===== src/rtl/noc_arb_pkg.sv =====
// Shared types and constants for the NoC output-port arbiter.
package noc_arb_pkg;

    localparam int NUM_PORTS_DEF = 5;
    localparam int PORT_ID_W     = 3;

    localparam logic [PORT_ID_W-1:0] PORT_N = 3'd0;
    localparam logic [PORT_ID_W-1:0] PORT_S = 3'd1;
    localparam logic [PORT_ID_W-1:0] PORT_E = 3'd2;
    localparam logic [PORT_ID_W-1:0] PORT_W = 3'd3;
    localparam logic [PORT_ID_W-1:0] PORT_L = 3'd4;

    typedef enum logic {
        IDLE = 1'b0,
        BUSY = 1'b1
    } arb_state_t;

endpackage


===== src/rtl/rr_port_arbiter_if.sv =====
// Request/grant and next-hop-register signals between input ports and one output-port arbiter.
interface rr_port_arbiter_if
    import noc_arb_pkg::*;
#(
    parameter int NUM_PORTS = NUM_PORTS_DEF
) ();

    logic [NUM_PORTS-1:0] req_i;
    logic                 out_ready_i;
    logic                 pt_almost_done_i;
    logic [NUM_PORTS-1:0] grant_o;
    logic                 grant_valid_o;
    logic                 nhr_write_o;
    logic [PORT_ID_W-1:0] nhr_address_o;
    logic                 timeout_o;

    modport master (
        output req_i, out_ready_i, pt_almost_done_i,
        input  grant_o, grant_valid_o, nhr_write_o, nhr_address_o, timeout_o
    );

    modport slave (
        input  req_i, out_ready_i, pt_almost_done_i,
        output grant_o, grant_valid_o, nhr_write_o, nhr_address_o, timeout_o
    );

endinterface


===== src/rtl/rr_priority_picker.sv =====
// Combinational round-robin picker: first set request at or after ptr_i, wrapping.
// Zero latency; valid_o low when no request is set.
module rr_priority_picker
    import noc_arb_pkg::*;
#(
    parameter int NUM_PORTS = NUM_PORTS_DEF
) (
    input  logic [NUM_PORTS-1:0] req_i,
    input  logic [PORT_ID_W-1:0] ptr_i,
    output logic [NUM_PORTS-1:0] grant_o,
    output logic [PORT_ID_W-1:0] id_o,
    output logic                 valid_o
);

    always_comb begin
        int idx;
        grant_o = '0;
        id_o    = '0;
        valid_o = 1'b0;
        idx     = 0;
        for (int k = 0; k < NUM_PORTS; k++) begin
            // Subtract instead of modulo so non-power-of-two port counts wrap cleanly.
            idx = int'(ptr_i) + k;
            if (idx >= NUM_PORTS) idx = idx - NUM_PORTS;
            if (!valid_o && req_i[idx]) begin
                valid_o      = 1'b1;
                grant_o[idx] = 1'b1;
                id_o         = PORT_ID_W'(idx);
            end
        end
    end

endmodule


===== src/rtl/rr_port_arbiter.sv =====
// Round-robin output-port arbiter: grants one input per packet, 1-cycle registered grant latency.
// Arbitrates only when out_ready_i is high; releases on last flit, request drop or hold timeout.
module rr_port_arbiter
    import noc_arb_pkg::*;
#(
    parameter int NUM_PORTS = NUM_PORTS_DEF,
    parameter int MAX_HOLD  = 16
) (
    input  logic               clk,
    input  logic               reset,
    rr_port_arbiter_if.slave   bus
);

    localparam int HCW = $clog2(MAX_HOLD);

    arb_state_t           state_q,    state_d;
    logic [PORT_ID_W-1:0] rr_ptr_q,   rr_ptr_d;
    logic [HCW-1:0]       hold_cnt_q, hold_cnt_d;
    logic [PORT_ID_W-1:0] winner_q,   winner_d;
    logic [NUM_PORTS-1:0] grant_q,    grant_d;
    logic                 nhr_write_q, nhr_write_d;
    logic [PORT_ID_W-1:0] nhr_addr_q, nhr_addr_d;
    logic                 timeout_q,  timeout_d;

    logic [NUM_PORTS-1:0] pick_grant;
    logic [PORT_ID_W-1:0] pick_id;
    logic                 pick_vld;
    logic                 win_req;
    logic                 hold_hit;
    logic                 release_now;

    rr_priority_picker #(.NUM_PORTS(NUM_PORTS)) u_picker (
        .req_i   (bus.req_i),
        .ptr_i   (rr_ptr_q),
        .grant_o (pick_grant),
        .id_o    (pick_id),
        .valid_o (pick_vld)
    );

    assign win_req     = bus.req_i[winner_q];
    assign hold_hit    = (hold_cnt_q == HCW'(MAX_HOLD - 1));
    assign release_now = bus.pt_almost_done_i || !win_req || hold_hit;

    always_comb begin
        state_d     = state_q;
        rr_ptr_d    = rr_ptr_q;
        hold_cnt_d  = hold_cnt_q;
        winner_d    = winner_q;
        grant_d     = grant_q;
        nhr_write_d = 1'b0;
        nhr_addr_d  = nhr_addr_q;
        timeout_d   = 1'b0;
        case (state_q)
            IDLE: begin
                if (pick_vld && bus.out_ready_i) begin
                    state_d     = BUSY;
                    winner_d    = pick_id;
                    grant_d     = pick_grant;
                    hold_cnt_d  = '0;
                    nhr_write_d = 1'b1;
                    nhr_addr_d  = pick_id;
                end
            end
            BUSY: begin
                if (release_now) begin
                    state_d     = IDLE;
                    grant_d     = '0;
                    hold_cnt_d  = '0;
                    nhr_write_d = 1'b1;
                    nhr_addr_d  = PORT_N;
                    rr_ptr_d    = (winner_q == PORT_ID_W'(NUM_PORTS - 1)) ? PORT_N
                                                                          : winner_q + 1'b1;
                    // A last flit landing on the limit cycle is a normal release.
                    timeout_d   = hold_hit && win_req && !bus.pt_almost_done_i;
                end else begin
                    hold_cnt_d  = hold_cnt_q + 1'b1;
                end
            end
            default: state_d = IDLE;
        endcase
    end

    always_ff @(posedge clk) begin
        if (reset) begin
            state_q     <= IDLE;
            rr_ptr_q    <= PORT_N;
            hold_cnt_q  <= '0;
            winner_q    <= PORT_N;
            grant_q     <= '0;
            nhr_write_q <= 1'b0;
            nhr_addr_q  <= '0;
            timeout_q   <= 1'b0;
        end else begin
            state_q     <= state_d;
            rr_ptr_q    <= rr_ptr_d;
            hold_cnt_q  <= hold_cnt_d;
            winner_q    <= winner_d;
            grant_q     <= grant_d;
            nhr_write_q <= nhr_write_d;
            nhr_addr_q  <= nhr_addr_d;
            timeout_q   <= timeout_d;
        end
    end

    assign bus.grant_o       = grant_q;
    assign bus.grant_valid_o = |grant_q;
    assign bus.nhr_write_o   = nhr_write_q;
    assign bus.nhr_address_o = nhr_addr_q;
    assign bus.timeout_o     = timeout_q;

endmodule


===== src/flat_wrapper.sv =====
// flat-port wrapper written by rule: the top's interface ports become plain ports
module rr_port_arbiter_flat import noc_arb_pkg::*;
#(
    parameter int NUM_PORTS = NUM_PORTS_DEF,
    parameter int MAX_HOLD  = 16
)
  (clk, reset, bus_req_i, bus_out_ready_i, bus_pt_almost_done_i, bus_grant_o, bus_grant_valid_o, bus_nhr_write_o, bus_nhr_address_o, bus_timeout_o);
  rr_port_arbiter_if #(.NUM_PORTS(NUM_PORTS)) bus_i ();
  input  logic clk;
  input  logic reset;
  input wire logic [$bits(bus_i.req_i)-1:0] bus_req_i;
  input wire logic [$bits(bus_i.out_ready_i)-1:0] bus_out_ready_i;
  input wire logic [$bits(bus_i.pt_almost_done_i)-1:0] bus_pt_almost_done_i;
  output wire logic [$bits(bus_i.grant_o)-1:0] bus_grant_o;
  output wire logic [$bits(bus_i.grant_valid_o)-1:0] bus_grant_valid_o;
  output wire logic [$bits(bus_i.nhr_write_o)-1:0] bus_nhr_write_o;
  output wire logic [$bits(bus_i.nhr_address_o)-1:0] bus_nhr_address_o;
  output wire logic [$bits(bus_i.timeout_o)-1:0] bus_timeout_o;
  assign bus_i.req_i = bus_req_i;
  assign bus_i.out_ready_i = bus_out_ready_i;
  assign bus_i.pt_almost_done_i = bus_pt_almost_done_i;
  assign bus_grant_o = bus_i.grant_o;
  assign bus_grant_valid_o = bus_i.grant_valid_o;
  assign bus_nhr_write_o = bus_i.nhr_write_o;
  assign bus_nhr_address_o = bus_i.nhr_address_o;
  assign bus_timeout_o = bus_i.timeout_o;
  rr_port_arbiter #(.NUM_PORTS(NUM_PORTS), .MAX_HOLD(MAX_HOLD)) u_core (.clk(clk), .reset(reset), .bus(bus_i));
endmodule

===== config.mk =====
export PLATFORM = sky130hd
export DESIGN_NAME = rr_port_arbiter_flat
export DESIGN_NICKNAME = d
export VERILOG_FILES = /design/src/rtl/noc_arb_pkg.sv /design/src/rtl/rr_port_arbiter_if.sv /design/src/rtl/rr_priority_picker.sv /design/src/rtl/rr_port_arbiter.sv /design/src/flat_wrapper.sv
export SDC_FILE = /design/constraint.sdc
export NUM_CORES = 1
export LEC_CHECK = 0
export CAP_MARGIN = 10
export CORE_MARGIN = 3
export CORE_UTILIZATION = 45
export CTS_BUF_LIST = sky130_fd_sc_hd__clkbuf_8
export DETAILED_ROUTE_END_ITERATION = 10
export PLACE_DENSITY_LB_ADDON = 0.15
export SLEW_MARGIN = 30
export SYNTH_ARGS = -nofsm -noshare
export SYNTH_HDL_FRONTEND = slang
export SYNTH_SLANG_ARGS = --single-unit

===== constraint.sdc =====
create_clock -name clk -period 5.4 [get_ports clk]
set_input_delay 0.81 -clock clk [delete_from_list [all_inputs] [get_ports clk]]
set_output_delay 0.81 -clock clk [all_outputs]
set_load 0.05 [all_outputs]

* After elaboration in Yosys (flattened, before gate mapping)
Cells that the tools add are included.
** Storage, ports and cells
- Register bits :: 21
- Input port bits :: 9
- Output and inout bits :: 11
- Word-level logic and storage cells :: 132
** Cells by class
- Add/sub/neg operators :: 11
- Magnitude comparators :: 16
- Equal/unequal tests :: 4
- Muxes and demuxes :: 62
- Bitwise gates (word level) :: 6
- Reductions and logical operators :: 25
** Operator list (number)
- $ge 32x1->1 const B :: 5
- $lt 32x5->1 const B :: 5
- $mux 32 :: 5
- $mux 5 :: 7
- $mux 1 :: 24
- $mux 3 :: 8
- $or 5x5->5 :: 4
- $sub 4x3->5 const B :: 4
- $bmux 1 s3 :: 6
- $ge 4x3->1 const B :: 4
- $demux 1 s3 :: 5
- $logic_and 1x1->1 :: 12
- $pmux 5 s2 :: 1
- $add 3x2->4 const B :: 2
- $mux 4 :: 2
- $pmux 4 s2 :: 1
- $logic_not 1->1 :: 6
- $pmux 3 s2 :: 1
- $reduce_and 2->1 :: 3
- $reduce_or 5->1 :: 1
- $add 3x1->4 const B :: 1
- $add 3x3->4 const B :: 1
- $add 4x1->4 const B :: 1
- $eq 4x4->1 const B :: 1
- 11 further kinds :: 14

* Depth between registers and ports, before layout
- Depth after elaboration :: 21
- Depth in mapped cells :: 15
- Gate-level depth less buffers :: 12

* Hierarchy
From an unflattened synthesis, not the netlist that was laid out.
** Second synthesis, totals
- Cell total of the unflattened synthesis :: 354
- Area total of the unflattened synthesis :: 2675.1 um^2
** By module, submodules not included
- rr_priority_picker :: instances 1, cells an instance 244, area an instance 1691.6 um^2, sequential area each 0.0 um^2
- rr_port_arbiter :: instances 1, cells an instance 110, area an instance 983.4 um^2, sequential area each 420.4 um^2

* Least setup slack after synthesis
Ideal clock, no wire load.
- Path kind :: register to register
- Start :: register u_core.rr_ptr_q[0]
- End :: register u_core.nhr_addr_q[1], in the netlist u_core.bus.nhr_address_o[1]
- Library setup time :: 0.059 ns
- Arrival :: 3.683 ns
- Required time :: 5.341 ns
- Slack :: 1.658 ns
- Cell stages (with the launch flop) :: 14
- Path buffers :: 2
- Clock period less this slack :: 3.742 ns
- Path through :: dfxtp_1 -> buf_6 -> inv_1 -> clkbuf_1 -> ha_1 -> inv_1 -> ha_1 -> a21oi_1 -> mux4_2 -> o2bb2ai_1 -> nor3_1 -> and3_4 -> or3_4 -> a2bb2o_2
** On the way
- Cells in the longest elaborated chain, start to end :: 21
- Elaborated cells between the ends (all ways) :: 57
- Those cells by class :: add/sub: 9; order compare: 5; eq/ne: 1; mux: 32; reduce/logical: 10
** Ends and longest elaborated chain
- start: declaration :: line rr_port_arbiter.sv:17 : logic [PORT_ID_W-1:0] rr_ptr_q, rr_ptr_d;
- start signal: assignment :: line rr_port_arbiter.sv:95 : rr_ptr_q <= rr_ptr_d;
- branches (longest 21 deep; another with $sub 4x3->5)
- end signal: assignment :: line rr_port_arbiter.sv:100 : nhr_addr_q <= nhr_addr_d;
- end: declaration :: line rr_port_arbiter.sv:22 : logic [PORT_ID_W-1:0] nhr_addr_q, nhr_addr_d;
Several ways; the timed one is not identified. The select of a mux whose other input is x is not followed.
A chain may end at the register's enable or synchronous reset.

* Final worst setup path
- Start :: register u_core.rr_ptr_q[1]
- End :: register u_core.winner_q[2]
** On the way
- Cells in the longest elaborated chain, start to end :: 20
- Elaborated cells between the ends (all ways) :: 54
- Those cells by class :: add/sub: 9; order compare: 5; mux: 30; reduce/logical: 10
** Ends and longest elaborated chain
- branches (longest 20 deep; another with $sub 4x3->5)
- end signal: assignment :: line rr_port_arbiter.sv:97 : winner_q <= winner_d;
- end: declaration :: line rr_port_arbiter.sv:19 : logic [PORT_ID_W-1:0] winner_q, winner_d;
Several ways; the timed one is not identified. The select of a mux whose other input is x is not followed.

==> results.json <==
{
  "syn2layout_area_growth_pct": 9.696,
  "ys_async_sr_fraction_pct": 0,
  "cts_made_buffers": 3,
  "place_inst": 415,
  "switching_share_pct": 55.44,
  "r2r_slack_ns": 1.18,
  "core_area_sq_mm": 0.005574,
  "rows": 27,
  "p_clk_share_pct": 7.1,
  "numPortBuffers": 19,
  "final_max_slew_viol_count": 0,
  "ys_warn_count": 0,
  "hold_path_depth": 1,
  "drcViolationCount": 0,
  "tns_ns": 0,
  "synth_flop_cell": "dfxtp_1",
  "maxCapViolCount": 0,
  "drt_wl_total_um": 7529,
  "ys_top_cells_by_area": "dfxtp_1 (16%), ha_1 (7.1%), a21oi_1 (4.4%)",
  "post-route-min-period_ns": 4.220,
  "antenna_found_initial": 0,
  "cts_tree": "yes",
  "path_class": "register to register",
  "routed_wire_length_per_instance_um": 17.97,
  "placed_area_sq_mm": 0.002843,
  "ys_ff_latch": 21,
  "start_util_pct": 47.23,
  "io_pins": 20,
  "timing.slew.headroom_pct": 42.83,
  "synthCells": 339,
  "die-area_sq_mm": 0.006804,
  "cp_max_fo": 13,
  "grt_max_degree": 38,
  "yosysTopAreaCell": "dfxtp_1",
  "p_int_mw": 0.6344,
  "ant_nets": 0,
  "first_pass_iters": 6,
  "rr_worst_depth": 11,
  "synth_edf_count": 0,
  "final_cells": 419,
  "netlist_area_sq_mm": 0.002633,
  "dpl.hpwl_um": 5715,
  "fin_area_sq_mm": 0.002888,
  "ys_seq_area_share_pct": 15.97,
  "syn-num-nets": 364,
  "grt_usage_pct": 22.94,
  "regToRegStartpoint": "u_core.rr_ptr_q[1]$_SDFFE_PP0P_",
  "hold_viol": 0,
  "max_stage_delay_ns": 0.64,
  "hold_path.class": "register to register",
  "drive_gt1_share_pct": 8.934,
  "cp-start-kind": "register",
  "clk_latency_ns": 0.26,
  "cts.sink_count": 21,
  "clockBufferDepth": 2,
  "clk_pin_slew_ns": 0.07,
  "overflow": 0,
  "grt_pass1_wl_um": 12210,
  "final_cell_mix": "nand2_1 (27), a21oi_1 (23), dfxtp_1 (21), nor2_1 (20)",
  "post_cts_resized": 0,
  "setup_viol": 0,
  "p_switching_mw": 0.7894,
  "worst_slack_ns": 1.180,
  "cts_root_buf": "clkbuf_8",
  "chipHeight_um": 82.49,
  "comb_power_share_pct": 77.7,
  "sequentialPowerShare_pct": 15.2,
  "required_ns": 5.56,
  "grt_pass1_vias": 2369,
  "ctsHtreeMaxLevel": 1,
  "ys_types": 74,
  "postCtsSetupBuffers": 0,
  "critPathCaptureType": "register",
  "dr.first_iter.drc_count": 281,
  "place_ws_ns": 1.242,
  "gp_congestion": 0.8828,
  "cts.hold.buffers_added": 0,
  "fin_nets": 373,
  "leakagePower_nw": 1.056,
  "status": "completed",
  "cp_slowest_cell": "dfxtp_1",
  "final_common_cell": "nand2_1",
  "arrival_ns": 4.38,
  "max_freq_mhz": 236.9,
  "drt-vias-per-instance": 6.506,
  "hold_end": "u_core.bus.nhr_address_o[2]$_SDFFE_PP0P_",
  "period_share_pct": 78.16,
  "synth.top_cell.area_share_pct": 15.97,
  "r2r-end": "u_core.winner_q[2]$_SDFFE_PP0P_",
  "ir_drop_mv": 0.2315,
  "vias": 2726,
  "dieWidth_um": 82.49,
  "skew_ns": 0.001292,
  "cellPowerDensity_mw_per_mm2": 493.0,
  "hp-start": "u_core.bus.nhr_address_o[2]$_SDFFE_PP0P_",
  "tightest_slew_ns": 0.8359,
  "rsz0062_at_grt": "no",
  "crit_chain": "inv_1, ha_1, ha_1, a211oi_1, a2bb2oi_1, a31oi_1, a32o_1, o211ai_1, nand2_1, a311o_1, a32o_1",
  "syn_area_per_cell_sq_um": 7.766,
  "num_antenna_cells": 0
}
==> per-stage QoR <==
| stage | utilization [%] | hold slack (ns) | total power [mW] |
|---|---|---|---|
| after detailed placement | 51.00 | 0.4605 | 1.296 |
| after floorplan | - | 0.4484 | 1.058 |
| after CTS | 51.81 | 0.4788 | 1.406 |
| after global routing | 51.81 | 0.4932 | 1.543 |
| final | 51.81 | 0.4717 | 1.424 |
| after global placement | 51.00 | 0.4525 | 1.298 |
==> worst max-delay path: cells and delay by family, from the launching register on <==
family                   cells  cell delay [ns]
AO/OA/AOI/OAI                7             2.25
adder cells (fa/ha/maj)      2             0.80
flip-flops                   1             0.64
buffers and inverters        1             0.32
AND/OR/NAND/NOR              1             0.10
==> kinds of logic after synthesis <==
group / Yosys count / synth area share (%)
buf+inv: 35 / 6.368
simple gates: 125 / 25.62
mux: 14 / 6.321
compound gates: 125 / 36.84
flops: 21 / 15.97
xor+xnor: 3 / 0.9983
fa+ha+maj: 16 / 7.890
==> flip-flops by register name, indices dropped and copies added, names as in the netlist <==
signal,cells
u_core.winner_q,3
u_core.rr_ptr_q,3
u_core.bus.timeout_o,1
u_core.state_q,1
u_core.hold_cnt_q,4
u_core.bus.grant_o,5
u_core.bus.nhr_write_o,1
u_core.bus.nhr_address_o,3
==> routing by layer <==
layer  up-vias  global-route usage (%)  share of wire (%)  wire length, um
met5         -                       0                  0                0
met4         0                   6.478                1.3               98
met3        13                   3.362                6.7              505
met2       110                   33.57                 44             3350
met1      1244                   34.38                 47             3574
li1       1359                       -                  -                -
==> Yosys cell counts (3+ instances only) <==
cell,number
a2111oi_0,3
a211o_1,5
a211oi_1,7
a21o_1,4
a21oi_1,23
a311oi_1,3
a31oi_1,8
a32o_1,6
a32oi_1,3
and2_1,3
and4_1,3
buf_2,5
buf_6,3
clkbuf_1,11
dfxtp_1,21
ha_1,15
inv_1,12
mux2i_1,11
nand2_1,27
nand2b_1,5
nand3_1,13
nand4_1,4
nor2_1,20
nor2b_1,4
nor3_1,19
nor3b_1,4
nor4_1,7
o211ai_1,4
o21ai_0,14
o2bb2ai_1,4
o31ai_1,7
o32ai_1,3
==> layout make-up <==
| cell class | count | area, sq um |
|---|---|---|
| well taps | 72 | 90.09 |
| flip-flops and latches | 21 | 420.4 |
| fillers | 557 | 2686 |
| inverters | 14 | 52.55 |
| clock buffers | 3 | 41.29 |
| multi-input cells | 283 | 2044 |
| repair buffers | 25 | 235.2 |
| clock inverters | 1 | 3.754 |
==> power groups by stage <==
stage	sequential [mW]	combinational, mW	clock [mW]
after CTS	0.216	1.08	0.106
after global routing	0.221	1.21	0.112
final	0.217	1.11	0.101
after global placement	0.218	1.08	0
after detailed placement	0.219	1.08	0
after floorplan	0.262	0.796	0
==> worst max-delay path by stage <==
stage / from / end / cells past startpoint
2_1_floorplan: u_core.rr_ptr_q[0]$_SDFFE_PP0P_ / u_core.bus.nhr_address_o[1]$_SDFFE_PP0P_ / 13
3_3_place_gp: u_core.rr_ptr_q[1]$_SDFFE_PP0P_ / u_core.bus.nhr_address_o[2]$_SDFFE_PP0P_ / 11
3_5_place_dp: u_core.rr_ptr_q[1]$_SDFFE_PP0P_ / u_core.winner_q[2]$_SDFFE_PP0P_ / 11
4_1_cts: u_core.rr_ptr_q[1]$_SDFFE_PP0P_ / u_core.winner_q[2]$_SDFFE_PP0P_ / 11
5_1_grt: u_core.rr_ptr_q[1]$_SDFFE_PP0P_ / u_core.bus.nhr_address_o[2]$_SDFFE_PP0P_ / 11
6_report: u_core.rr_ptr_q[1]$_SDFFE_PP0P_ / u_core.winner_q[2]$_SDFFE_PP0P_ / 11
No activity file was read; power rests on OpenSTA's default activity.
